File: src/rtl/nand_op_sequencer.sv
// Bitwise logic unit built from one reused WIDTH-bit NAND stage, one pass per clock.
// Latency: 1 (NAND, NOT A, illegal), 2 (AND), 3 (OR), 4 (NOR, XOR), 5 (XNOR) cycles from acceptance.
// Backpressure: one op in flight; result held in DONE until out_ready; NAND_SEQ_STATS_EN adds op_count.
module nand_op_sequencer #(
    parameter int WIDTH = 16
) (
    input  logic             clk,
    input  logic             rst_n,
    input  logic             in_valid,
    output logic             in_ready,
    input  logic [2:0]       op,
    input  logic [WIDTH-1:0] a,
    input  logic [WIDTH-1:0] b,
    output logic             out_valid,
    input  logic             out_ready,
    output logic [WIDTH-1:0] result,
    output logic             err
`ifdef NAND_SEQ_STATS_EN
    ,
    output logic [15:0]      op_count
`endif
);

    typedef enum logic [1:0] {
        IDLE,
        EXEC,
        DONE
    } state_t;

    typedef enum logic [1:0] {
        DST_NONE,
        DST_T,
        DST_U,
        DST_V
    } dst_t;

    localparam logic [2:0] OP_NAND = 3'd0;
    localparam logic [2:0] OP_AND  = 3'd1;
    localparam logic [2:0] OP_OR   = 3'd2;
    localparam logic [2:0] OP_NOR  = 3'd3;
    localparam logic [2:0] OP_XOR  = 3'd4;
    localparam logic [2:0] OP_XNOR = 3'd5;
    localparam logic [2:0] OP_NOTA = 3'd6;
    localparam logic [2:0] OP_ILL  = 3'd7;

    state_t           state;
    logic [2:0]       op_q;
    logic [2:0]       pass_q;
    logic [WIDTH-1:0] a_q;
    logic [WIDTH-1:0] b_q;
    logic [WIDTH-1:0] t_q;
    logic [WIDTH-1:0] u_q;
    logic [WIDTH-1:0] v_q;

    logic [WIDTH-1:0] nand_x;
    logic [WIDTH-1:0] nand_y;
    logic [WIDTH-1:0] nand_dat;
    dst_t             dst;
    logic             last_pass;
    logic             illegal;

    // Per-opcode pass schedule: which operands feed the NAND stage and where the result lands.
    // NOR/XNOR park the intermediate OR/XOR result in V/T, then invert it on the extra pass.
    always_comb begin
        nand_x    = '0;
        nand_y    = '0;
        dst       = DST_NONE;
        last_pass = 1'b0;
        case (op_q)
            OP_NAND: begin
                nand_x    = a_q;
                nand_y    = b_q;
                last_pass = 1'b1;
            end
            OP_NOTA: begin
                nand_x    = a_q;
                nand_y    = a_q;
                last_pass = 1'b1;
            end
            OP_AND: begin
                if (pass_q == 3'd0) begin
                    nand_x = a_q;
                    nand_y = b_q;
                    dst    = DST_T;
                end else begin
                    nand_x    = t_q;
                    nand_y    = t_q;
                    last_pass = 1'b1;
                end
            end
            OP_OR, OP_NOR: begin
                case (pass_q)
                    3'd0: begin
                        nand_x = a_q;
                        nand_y = a_q;
                        dst    = DST_T;
                    end
                    3'd1: begin
                        nand_x = b_q;
                        nand_y = b_q;
                        dst    = DST_U;
                    end
                    3'd2: begin
                        nand_x    = t_q;
                        nand_y    = u_q;
                        dst       = DST_V;
                        last_pass = (op_q == OP_OR);
                    end
                    default: begin
                        nand_x    = v_q;
                        nand_y    = v_q;
                        last_pass = 1'b1;
                    end
                endcase
            end
            OP_XOR, OP_XNOR: begin
                case (pass_q)
                    3'd0: begin
                        nand_x = a_q;
                        nand_y = b_q;
                        dst    = DST_T;
                    end
                    3'd1: begin
                        nand_x = a_q;
                        nand_y = t_q;
                        dst    = DST_U;
                    end
                    3'd2: begin
                        nand_x = b_q;
                        nand_y = t_q;
                        dst    = DST_V;
                    end
                    3'd3: begin
                        nand_x    = u_q;
                        nand_y    = v_q;
                        dst       = DST_T;
                        last_pass = (op_q == OP_XOR);
                    end
                    default: begin
                        nand_x    = t_q;
                        nand_y    = t_q;
                        last_pass = 1'b1;
                    end
                endcase
            end
            default: begin
                last_pass = 1'b1;
            end
        endcase
    end

    assign nand_dat = ~(nand_x & nand_y);
    assign illegal  = (op_q == OP_ILL);

    always_ff @(posedge clk or negedge rst_n) begin
        if (!rst_n) begin
            state     <= IDLE;
            in_ready  <= 1'b1;
            out_valid <= 1'b0;
            result    <= '0;
            err       <= 1'b0;
            op_q      <= '0;
            pass_q    <= '0;
            a_q       <= '0;
            b_q       <= '0;
            t_q       <= '0;
            u_q       <= '0;
            v_q       <= '0;
`ifdef NAND_SEQ_STATS_EN
            op_count  <= '0;
`endif
        end else begin
            case (state)
                IDLE: begin
                    if (in_valid) begin
                        a_q      <= a;
                        b_q      <= b;
                        op_q     <= op;
                        pass_q   <= '0;
                        in_ready <= 1'b0;
                        state    <= EXEC;
                    end
                end
                EXEC: begin
                    case (dst)
                        DST_T:   t_q <= nand_dat;
                        DST_U:   u_q <= nand_dat;
                        DST_V:   v_q <= nand_dat;
                        default: ;
                    endcase
                    pass_q <= pass_q + 3'd1;
                    if (last_pass) begin
                        result    <= illegal ? '0 : nand_dat;
                        err       <= illegal;
                        out_valid <= 1'b1;
                        state     <= DONE;
                    end
                end
                DONE: begin
                    if (out_ready) begin
                        out_valid <= 1'b0;
                        in_ready  <= 1'b1;
                        state     <= IDLE;
`ifdef NAND_SEQ_STATS_EN
                        op_count  <= op_count + 16'd1;
`endif
                    end
                end
                default: begin
                    out_valid <= 1'b0;
                    in_ready  <= 1'b1;
                    state     <= IDLE;
                end
            endcase
        end
    end

endmodule
File: config.mk
export PLATFORM = sky130hd
export DESIGN_NAME = nand_op_sequencer
export DESIGN_NICKNAME = d
export VERILOG_FILES = /design/src/rtl/nand_op_sequencer.sv
export SDC_FILE = /design/constraint.sdc
export NUM_CORES = 1
export LEC_CHECK = 0
export ABC_AREA = 0
export BUFFER_PORTS_ARGS = -buffer_cell sky130_fd_sc_hd__buf_2
export CAP_MARGIN = 5
export CORE_MARGIN = 3
export CORE_UTILIZATION = 40
export CTS_CLUSTER_SIZE = 14
export DETAILED_ROUTE_END_ITERATION = 12
export HOLD_SLACK_MARGIN = 0.06
export PLACE_DENSITY = 0.58
export RECOVER_POWER = 50
export SLEW_MARGIN = 20
export SYNTH_ARGS = -nofsm -noshare
export SYNTH_HDL_FRONTEND = slang
export SYNTH_SLANG_ARGS = --single-unit
File: constraint.sdc
create_clock -name clk -period 7.5 [get_ports clk]
set_clock_uncertainty 0.1 [all_clocks]
set_input_delay 1.125 -clock clk [delete_from_list [all_inputs] [get_ports clk]]
set_output_delay 1.125 -clock clk [all_outputs]
set_load 0.01 [all_outputs]
==> summary.md, run 1 <==
| Metric | Value |
|---|---|
| Cell Area, Synth | `6580 sq um` |
| Max Transition Viols Final | `83` |
| Diode count | `0` |
| Die area | `18000 sq um` |
| Peak supply drop | `0.235 mV` |
| Vias/cell | `6.36` |
| Share of flip-flops with an asynchronous set or reset | `100%` |
| Grt ovf | `0` |
| Post-synth cell types | `61` |
| Insertion delay to the later sink of the worst-skew pair | `0.36 ns` |
| Max stage delay on crit path | `1.01 ns` |
| Clock transition at the registers of the reported paths | `0.07 ns` |
| Multi-input logic area | `3560 sq um` |
| DP Cell Count | `815` |
| Dominant cell type by area after synthesis | `dfrtp_1` |
| H-Tree Level Count | `3` |
| Starting Density | `41.1%` |
| Primary FF master, synth | `dfrtp_1` |
| Post-route ant nets | `0` |
| GRT Util Overall | `20.3%` |
| CTS Buffer Depth | `2` |
| TritonCTS buffer count | `9` |
| IO buf count | `57` |
| Startpoint types | `flip-flop` |
| Slew HR | `-88.1%` |
| Post-synth EDFFs | `0` |
| Num rows | `46` |
| #FFs+latches synth | `107` |
| Total number of vias | `5289` |
| Syn Nets | `637` |
| Pleak | `2.73 nW` |
| Unrepaired setup endpoints after global routing | `no` |
| Max Clock Freq | `0.216 GHz` |
| Final Util | `44.7%` |
| Routed WL | `18200 microns` |
| Slowest-stage cell, CP | `ha_1` |
| Io pins | `58` |
| Post-synth top cells | `dfrtp_1 (106), mux2_2 (78), nand2_1 (41)` |
| Sequential area share after synthesis | `40.7%` |
| CP required | `7.64 ns` |
| Pre-antenna DRT Iters | `7` |
| Initial DRC Count | `653` |
| Die H | `134 microns` |
| WL/cell | `21.9 microns` |
| Cells along the critical path | `inv_2 > ha_1 > nor2b_2 > buf_4 > a211oi_2 > a21oi_2 > inv_2 > nor3b_4 > mux2_2` |
| Crit path DAT | `4.77 ns` |
| HPWL Detailed | `11300 microns` |
| Worst min path class | `flip-flop to flip-flop` |
| Final Non-Filler Cells | `831` |
| Resized cells post-CTS | `0` |
| R2r setup slk | `2.88 ns` |
| Largest net degree at the start of global routing | `67` |
| Initial antenna violation count | `0` |
| Vias in the first global route | `5306` |
| Max-Cap Viols | `2` |
| CP Class | `flip-flop to flip-flop` |
| Setup-failing EPs final | `0` |
| Clock Sinks | `107` |
| Fin Setup TNS | `0 ns` |
| Share of the synthesized area in the top cell type | `40.3%` |
| Hold Violations, Final | `0` |
| Ys Warns | `0` |
| Cells after Synth | `590` |
| # DRC | `0` |
| Area Overhead vs Synth | `8.67%` |
| Top post-synthesis cells by area | `dfrtp_1 (40%), mux2_2 (13%), o32ai_4 (4.2%)` |
| CTS tree | `done` |
| First-pass GRT wire length | `28700 microns` |
| Failing checks | `max-capacitance violations, max-slew violations` |
| Horiz. Die Dim | `134 microns` |
| Crit-path most repeated cell | `inv_2` |
| Layout filler cell count | `1575` |
| Critical Path Fanout Max | `22` |
| CTS Hold Buffers Added | `0` |
| Count leader, synth | `dfrtp_1` |
| Syn Area/Cell | `11.2 sq um` |
| Final Critical Period | `4.62 ns` |
| CP endpoint kind | `flip-flop` |
| Root buffer cell | `clkbuf_16` |
| Pwr Density | `561 nW/um^2` |
| Post-CTS Setup Repair Bufs | `0` |
| Core box area | `16000 sq um` |
| Status | `complete, but fails checks` |
| Layout cells sized above 1 | `29.4%` |
| Nets | `657` |
| Worst slew pin tran | `2.82 ns` |
| Tcrit/Tclk final | `61.6%` |
| Final Wtd Congestion | `0.850` |
| Sequential Area | `2680 sq um` |
placed cells by master, fill, tap and decap left out, types with 2 or more instances in the layout:
| master | n |
|---|---|
| o2111ai_1 | 2 |
| inv_6 | 2 |
| nand3_1 | 7 |
| inv_2 | 3 |
| a22oi_1 | 18 |
| clkbuf_1 | 20 |
| a22o_1 | 18 |
| nand2b_1 | 3 |
| nor2_1 | 22 |
| o21ai_0 | 22 |
| mux2_1 | 5 |
| and3_1 | 4 |
| o211ai_1 | 17 |
| and2_1 | 4 |
| a222oi_1 | 16 |
| a21oi_2 | 3 |
| o32ai_2 | 4 |
| mux2_2 | 78 |
| dfrtp_1 | 106 |
| and2_4 | 10 |
| o32ai_4 | 10 |
| inv_1 | 7 |
| clkbuf_16 | 9 |
| o21ai_1 | 2 |
| nor3_1 | 16 |
| nor2b_2 | 2 |
| nor3b_1 | 14 |
| ha_1 | 8 |
| nor3b_4 | 3 |
| buf_4 | 5 |
| a21oi_1 | 19 |
| a221oi_1 | 30 |
| nor2b_1 | 2 |
| buf_2 | 38 |
| nand2_1 | 41 |
| a2bb2oi_1 | 15 |
state kept, by name (all words and copies together), names as in the netlist:
name and flops:
out_valid 1, v_q 16, pass_q 3, err 1
u_q 16, t_q 16, op_q 3, in_ready 1
state 2, result 16, b_q 16, a_q 16
layer usage:
metal	vias up	part of all wire, %	GRT usage (%)
li1	2334	-	-
met1	2640	41	25.2
met2	271	49	34.1
met3	44	7.8	4.73
met4	0	2.3	8.03
met5	-	0	0
final cells by class:
| cell class | count | share of cell area [%] |
|---|---|---|
| inverter | 11 | 0.577 |
| multi-input combinational | 419 | 49.8 |
| sequential | 107 | 37.5 |
| timing repair buffer | 62 | 4.18 |
| clock inverter | 5 | 0.857 |
| tap | 216 | 3.78 |
| clock buffer | 11 | 3.39 |
path summary, 6_finish.rpt:
| kind | from | to | depth (start not counted) |
|---|---|---|---|
| hold reg to reg | out_valid$_DFFE_PN0P_ | out_valid$_DFFE_PN0P_ | 2 |
| setup / recovery | pass_q[1]$_DFFE_PN0P_ | t_q[5]$_DFFE_PN0P_ | 9 |
| min in group asynchronous | rst_n | result[0]$_DFFE_PN0P_ | 1 |
| max in group asynchronous | rst_n | u_q[12]$_DFFE_PN0P_ | 2 |
| setup reg to reg | pass_q[1]$_DFFE_PN0P_ | t_q[5]$_DFFE_PN0P_ | 9 |
| hold / removal | out_valid$_DFFE_PN0P_ | out_valid$_DFFE_PN0P_ | 2 |
critical path, delay by kind of cell, from the launching register on:
family	cells	cell delay, ns
adders and majority gates	1	1.01
DFF	1	0.45
AOI/OAI and AO/OA	2	0.26
buffers and inverters	3	0.80
and+or+nand+nor	2	1.46
muxes	1	0.42
stage by stage:
| step | power [W] | worst slack, ns | area (sq um) | hold WS, ns |
|---|---|---|---|---|
| 3_3_place_gp | 0.00342 | 3.10 | 6870 | 0.363 |
| 2_1_floorplan | 0.00297 | 4.74 | 6580 | 0.388 |
| 4_1_cts | 0.00400 | 2.93 | 7180 | 0.393 |
| 6_report | 0.00401 | 2.88 | 7150 | 0.385 |
| 3_5_place_dp | 0.00349 | 2.96 | 6870 | 0.375 |
| 5_1_grt | 0.00427 | 2.66 | 7150 | 0.424 |
logic make-up after synthesis:
kind of cell,count (synthesis),synth area share [%]
buf+inv,64,5.30
flops,107,40.7
xor+xnor,1,0.133
compound gates,186,25.8
simple gates,141,12.3
mux,83,14.2
fa+ha+maj,8,1.52
report_power, final:
group	total, W	switching, W	internal, W
clock	0.000493	0.000222	0.000271
combinational	0.00233	0.00132	0.00101
sequential	0.00119	0.000331	0.000862
No activity file was read; power rests on OpenSTA's default activity.
==> run 2, diff against run 1 <==
PLACE_DENSITY = 0.6   (was 0.58)
clock period = 4.1 ns   (was 7.5 ns; I/O delays follow)
==> summary.md, run 2 (synthesis results as in run 1) <==
| Metric | Value |
|---|---|
| Status | `complete, but fails checks (unchanged)` |
| Failing checks | `max-capacitance violations, max-slew violations (unchanged)` |
| HPWL Detailed | `12000 microns (was 11300 microns)` |
| Pleak | `2.83 nW (was 2.73 nW)` |
| Unrepaired setup endpoints after global routing | `no (unchanged)` |
| Diode count | `0 (unchanged)` |
| Initial DRC Count | `598 (was 653)` |
| Insertion delay to the later sink of the worst-skew pair | `0.37 ns (was 0.36 ns)` |
| Worst slew pin tran | `1.86 ns (was 2.82 ns)` |
| Vias in the first global route | `5481 (was 5306)` |
| Max Clock Freq | `0.289 GHz (was 0.216 GHz)` |
| Post-CTS Setup Repair Bufs | `0 (unchanged)` |
| Max Transition Viols Final | `76 (was 83)` |
| Clock Sinks | `107 (unchanged)` |
| Max-Cap Viols | `1 (was 2)` |
| Grt ovf | `0 (unchanged)` |
| Area Overhead vs Synth | `10.5% (was 8.67%)` |
| Horiz. Die Dim | `134 microns (unchanged)` |
| Nets | `674 (was 657)` |
| Final Util | `45.5% (was 44.7%)` |
| Crit-path most repeated cell | `buf_4 (was inv_2)` |
| Cells along the critical path | `ha_1 > clkinv_1 > buf_4 > a221o_1 > o2111ai_1 > and3_1 > buf_4 > a22o_1 (was inv_2 > ha_1 > nor2b_2 > buf_4 > a211oi_2 > a21oi_2 > inv_2 > nor3b_4 > mux2_2)` |
| Root buffer cell | `clkbuf_16 (unchanged)` |
| Clock transition at the registers of the reported paths | `0.08 ns (was 0.07 ns)` |
| Total number of vias | `5273 (was 5289)` |
| Num rows | `46 (unchanged)` |
| Setup-failing EPs final | `0 (unchanged)` |
| Pre-antenna DRT Iters | `7 (unchanged)` |
| WL/cell | `21.3 microns (was 21.9 microns)` |
| Io pins | `58 (unchanged)` |
| Die area | `18000 sq um (unchanged)` |
| Startpoint types | `flip-flop (unchanged)` |
| H-Tree Level Count | `3 (unchanged)` |
| Fin Setup TNS | `0 ns (unchanged)` |
| # DRC | `0 (unchanged)` |
| Most frequent cells in the layout | `dfrtp_1 (106), mux2_2 (78), buf_2 (48) (was dfrtp_1 (106), mux2_2 (78), nand2_1 (41))` |
| First-pass GRT wire length | `29300 microns (was 28700 microns)` |
| Crit path DAT | `3.66 ns (was 4.77 ns)` |
| Die H | `134 microns (unchanged)` |
| Starting Density | `41.1% (unchanged)` |
| Final Wtd Congestion | `0.833 (was 0.850)` |
| Largest net degree at the start of global routing | `76 (was 67)` |
| CP Class | `flip-flop to flip-flop (unchanged)` |
| CP required | `4.30 ns (was 7.64 ns)` |
| GRT Util Overall | `20.5% (was 20.3%)` |
| Routed WL | `18100 microns (was 18200 microns)` |
| Critical Path Fanout Max | `11 (was 22)` |
| Tcrit/Tclk final | `84.5% (was 61.6%)` |
| CTS Hold Buffers Added | `0 (unchanged)` |
| Hold Violations, Final | `0 (unchanged)` |
| Vias/cell | `6.22 (was 6.36)` |
| Commonest non-fill, non-tap cell in the layout | `dfrtp_1 (unchanged)` |
| TritonCTS buffer count | `9 (unchanged)` |
| Layout cells sized above 1 | `33.1% (was 29.4%)` |
| Post-route ant nets | `0 (unchanged)` |
| CTS tree | `done (unchanged)` |
| Initial antenna violation count | `0 (unchanged)` |
| Worst min path class | `primary input to flip-flop (was flip-flop to flip-flop)` |
| Core box area | `16000 sq um (unchanged)` |
| Peak supply drop | `0.400 mV (was 0.235 mV)` |
| Pwr Density | `1020 nW/um^2 (was 561 nW/um^2)` |
| Resized cells post-CTS | `0 (unchanged)` |
| CTS Buffer Depth | `2 (unchanged)` |
| Slew HR | `-23.9% (was -88.1%)` |
| Final Critical Period | `3.46 ns (was 4.62 ns)` |
| IO buf count | `57 (unchanged)` |
| Max stage delay on crit path | `0.61 ns (was 1.01 ns)` |
| Slowest-stage cell, CP | `dfrtp_1 (was ha_1)` |
| CP endpoint kind | `flip-flop (unchanged)` |
==> run 2: cell types whose count changed in the layout (fill, tap and decap cells not counted), moves of 2 or more <==
cell        before  now
clkbuf_1        20   10
clkinvlp_4       0    2
inv_8            0    4
buf_2           38   48
buf_4            5   20
inv_6            2    0
==> run 2: layout make-up <==
cell class              count  area, sq um
fillers                  1555         8730
clock inverters             7         68.8
well taps                 216          270
inverters                  11         41.3
repair buffers             79          433
multi-input cells         419         3560
clock buffers               9          225
flip-flops and latches    107         2680
==> run 2: worst max-delay path, delay by kind of cell (launching register included) <==
kind            cells  cell delay [ns]
buf+inv             3             1.04
flops               1             0.61
compound gates      3             0.56
fa+ha+maj           1             0.46
simple gates        1             0.60
==> run 2: per-layer routing <==
layer / track usage (%) / share of wire, % / vias to the layer above
met1: 27.0 / 43 / 2583
met3: 4.54 / 6.7 / 56
met4: 7.24 / 2.8 / 0
li1: - / - / 2369
met2: 33.4 / 47 / 265
met5: 0 / 0 / -
==> run 2: worst paths after layout <==
path                            slack (ns)                     to             startpoint  depth (start not counted)
worst max-delay path                  0.64  result[6]$_DFFE_PN0P_    op_q[2]$_DFFE_PN0P_                          8
worst min-delay path                  0.37    op_q[2]$_DFFE_PN0P_                  op[2]                          2
worst max register to register        0.64  result[6]$_DFFE_PN0P_    op_q[2]$_DFFE_PN0P_                          8
worst min register to register        0.39  out_valid$_DFFE_PN0P_  out_valid$_DFFE_PN0P_                          2
max in group asynchronous             1.49    v_q[14]$_DFFE_PN0P_                  rst_n                          2
min in group asynchronous             0.66  result[2]$_DFFE_PN0P_                  rst_n                          1
==> run 2: per-stage QoR <==
| stage | setup WS [ns] | cell area, sq um | hold slack (ns) | instances | total power (W) |
|---|---|---|---|---|---|
| floorplan | 1.34 | 6580 | 0.219 | 590 | 0.00544 |
| global placement | 0.728 | 7000 | 0.361 | 832 | 0.00641 |
| detailed placement | 0.704 | 7000 | 0.360 | 832 | 0.00651 |
| CTS | 0.674 | 7290 | 0.352 | 848 | 0.00740 |
| global route | 0.488 | 7270 | 0.360 | 848 | 0.00791 |
| finish | 0.637 | 7270 | 0.370 | 848 | 0.00742 |
==> run 2: power breakdown <==
group	switching (W)	total, W	internal, W
Sequential	0.000610	0.00219	0.00158
Clock	0.000445	0.000876	0.000431
Combinational	0.00241	0.00435	0.00194
==> run 3, diff against run 2 <==
clock period = 3.09 ns   (was 4.1 ns; I/O delays follow)
==> summary.md, run 3 (synthesis results as in run 1) <==
| Metric | Value |
|---|---|
| Die H | `134 microns (unchanged)` |
| HPWL Detailed | `12700 microns (was 12000 microns)` |
| Critical Path Fanout Max | `21 (was 11)` |
| Tcrit/Tclk final | `94.2% (was 84.5%)` |
| TritonCTS buffer count | `9 (unchanged)` |
| Routed WL | `18900 microns (was 18100 microns)` |
| Hold Violations, Final | `0 (unchanged)` |
| # DRC | `0 (unchanged)` |
| Final Worst Setup Slack | `0.178 ns (was 0.637 ns)` |
| Crit path DAT | `3.05 ns (was 3.66 ns)` |
| Switching part of the total | `45.2% (was 46.7%)` |
| Layout cells sized above 1 | `35.2% (was 33.1%)` |
| Grt ovf | `0 (unchanged)` |
| Pwr Density | `1360 nW/um^2 (was 1020 nW/um^2)` |
| Worst min path class | `primary input to flip-flop (unchanged)` |
| Clock transition at the registers of the reported paths | `0.07 ns (was 0.08 ns)` |
| Nets | `694 (was 674)` |
| Share of power burned in registers | `28.3% (was 29.5%)` |
| CTS Hold Buffers Added | `0 (unchanged)` |
| Root buffer cell | `clkbuf_16 (unchanged)` |
| Vias/cell | `6.27 (was 6.22)` |
| Final Wtd Congestion | `0.874 (was 0.833)` |
| Pleak | `2.95 nW (was 2.83 nW)` |
| Hold_sp | `b[15] (was op[2])` |
| Max Clock Freq | `0.343 GHz (was 0.289 GHz)` |
| Post-CTS Setup Repair Bufs | `0 (unchanged)` |
| Failing checks | `max-capacitance violations, max-slew violations (unchanged)` |
| Fin Setup TNS | `0 ns (unchanged)` |
| Diode count | `0 (unchanged)` |
| CP required | `3.23 ns (was 4.30 ns)` |
| Internal power | `0.00556 W (was 0.00395 W)` |
| Pre-antenna DRT Iters | `6 (was 7)` |
| Most frequent cells in the layout | `dfrtp_1 (106), mux2_2 (78), buf_2 (49) (was dfrtp_1 (106), mux2_2 (78), buf_2 (48))` |
| Worst slew pin tran | `2.36 ns (was 1.86 ns)` |
| DP Cell Count | `852 (was 832)` |
| Initial antenna violation count | `0 (unchanged)` |
| CTS tree | `done (unchanged)` |
| Peak supply drop | `0.494 mV (was 0.400 mV)` |
| Status | `complete, but fails checks (unchanged)` |
| Vias in the first global route | `5512 (was 5481)` |
| Die area | `18000 sq um (unchanged)` |
| Unrepaired setup endpoints after global routing | `no (unchanged)` |
| R2r setup slk | `0.18 ns (was 0.64 ns)` |
| Final Critical Period | `2.91 ns (was 3.46 ns)` |
| Worst hold stages | `2 (unchanged)` |
| Setup-failing EPs final | `0 (unchanged)` |
| CTS Buffer Depth | `2 (unchanged)` |
| Final Util | `46.7% (was 45.5%)` |
| Num rows | `46 (unchanged)` |
| First-pass GRT wire length | `30000 microns (was 29300 microns)` |
| Io pins | `58 (unchanged)` |
| GRT Util Overall | `21.2% (was 20.5%)` |
| Total number of vias | `5438 (was 5273)` |
| Layout filler cell count | `1533 (was 1555)` |
| Dpl ws | `0.241 ns (was 0.704 ns)` |
| Overall power | `0.0101 W (was 0.00742 W)` |
| Clock Sinks | `107 (unchanged)` |
| Clock share of power | `12.2% (was 11.8%)` |
| R2R depth | `9 (was 8)` |
| Final Non-Filler Cells | `867 (was 848)` |
| CP endpoint kind | `flip-flop (unchanged)` |
| Core box area | `16000 sq um (unchanged)` |
| Area Overhead vs Synth | `13.4% (was 10.5%)` |
| Post-route ant nets | `0 (unchanged)` |
| Commonest non-fill, non-tap cell in the layout | `dfrtp_1 (unchanged)` |
| Largest net degree at the start of global routing | `108 (was 76)` |
| Max-Cap Viols | `1 (unchanged)` |
| H-Tree Level Count | `3 (unchanged)` |
| Horiz. Die Dim | `134 microns (unchanged)` |
| Logic pwr share | `59.5% (was 58.7%)` |
| Insertion delay to the later sink of the worst-skew pair | `0.36 ns (was 0.37 ns)` |
| Psw | `0.00458 W (was 0.00347 W)` |
| Initial DRC Count | `600 (was 598)` |
| WL/cell | `21.8 microns (was 21.3 microns)` |
| Slew HR | `-57.0% (was -23.9%)` |
| Resized cells post-CTS | `0 (unchanged)` |
| CP Class | `flip-flop to flip-flop (unchanged)` |
| Worst R2R End | `v_q[5]$_DFFE_PN0P_ (was result[6]$_DFFE_PN0P_)` |
| Max Transition Viols Final | `108 (was 76)` |
| Starting Density | `41.1% (unchanged)` |
| Worst R2R Start | `pass_q[1]$_DFFE_PN0P_ (was op_q[2]$_DFFE_PN0P_)` |
| Startpoint types | `flip-flop (unchanged)` |
| Min-Delay Endpoint | `b_q[15]$_DFFE_PN0P_ (was op_q[2]$_DFFE_PN0P_)` |
| IO buf count | `57 (unchanged)` |
[run 3: cell count changes in the layout (fill, tap and decap cells not counted), sizes merged]
cell	before	now
clkinvlp	2	0
bufinv	0	2
buf	68	90
inv	14	11
[run 3: power groups by stage]
stage	Sequential [W]	Clock, W	Combinational [W]
detailed placement	0.00286	0	0.00598
global route	0.00296	0.00132	0.00650
global placement	0.00282	0	0.00584
CTS	0.00285	0.00127	0.00601
finish	0.00287	0.00124	0.00603
floorplan	0.00265	0	0.00457
[run 3: worst max path at each step]
stage / from / end / cells past startpoint
global route: pass_q[1]$_DFFE_PN0P_ / v_q[7]$_DFFE_PN0P_ / 9
CTS: pass_q[1]$_DFFE_PN0P_ / v_q[5]$_DFFE_PN0P_ / 9
detailed placement: pass_q[1]$_DFFE_PN0P_ / u_q[3]$_DFFE_PN0P_ / 9
global placement: pass_q[1]$_DFFE_PN0P_ / t_q[8]$_DFFE_PN0P_ / 9
floorplan: pass_q[1]$_DFFE_PN0P_ / t_q[10]$_DFFE_PN0P_ / 11
finish: pass_q[1]$_DFFE_PN0P_ / v_q[5]$_DFFE_PN0P_ / 9
[run 3: cell type report]
type | instances | area, sq um | share of cell area, %
Tap cell | 216 | 270 | 3.62
Timing Repair Buffer | 99 | 603 | 8.08
Sequential cell | 107 | 2680 | 35.9
Clock buffer | 11 | 243 | 3.25
Clock inverter | 4 | 73.8 | 0.989
Inverter | 11 | 41.3 | 0.553
Multi-Input combinational cell | 419 | 3560 | 47.6
[run 3: per-layer routing]
| metal | GRT usage (%) | vias up | share of wire (%) |
|---|---|---|---|
| met2 | 34.6 | 252 | 48 |
| met1 | 27.2 | 2721 | 42 |
| li1 | - | 2408 | - |
| met4 | 9.28 | 0 | 2.7 |
| met3 | 4.54 | 57 | 7.2 |
| met5 | 0 | - | 0 |
[run 3: metrics by stage]
step | area [sq um] | hold WS (ns)
finish | 7470 | 0.227
global route | 7470 | 0.219
global placement | 7170 | 0.360
detailed placement | 7170 | 0.364
floorplan | 6580 | 0.0679
CTS | 7490 | 0.0965
[run 3: worst max-delay path, stage by stage (launching register included)]
cell      delay (ns)
dfrtp_1         0.44
inv_2           0.13
ha_1            0.25
buf_12          0.18
or3_4           0.41
nand2_2         0.34
a221oi_1        0.13
nor3_1          0.37
o32ai_4         0.14
mux2_2          0.28
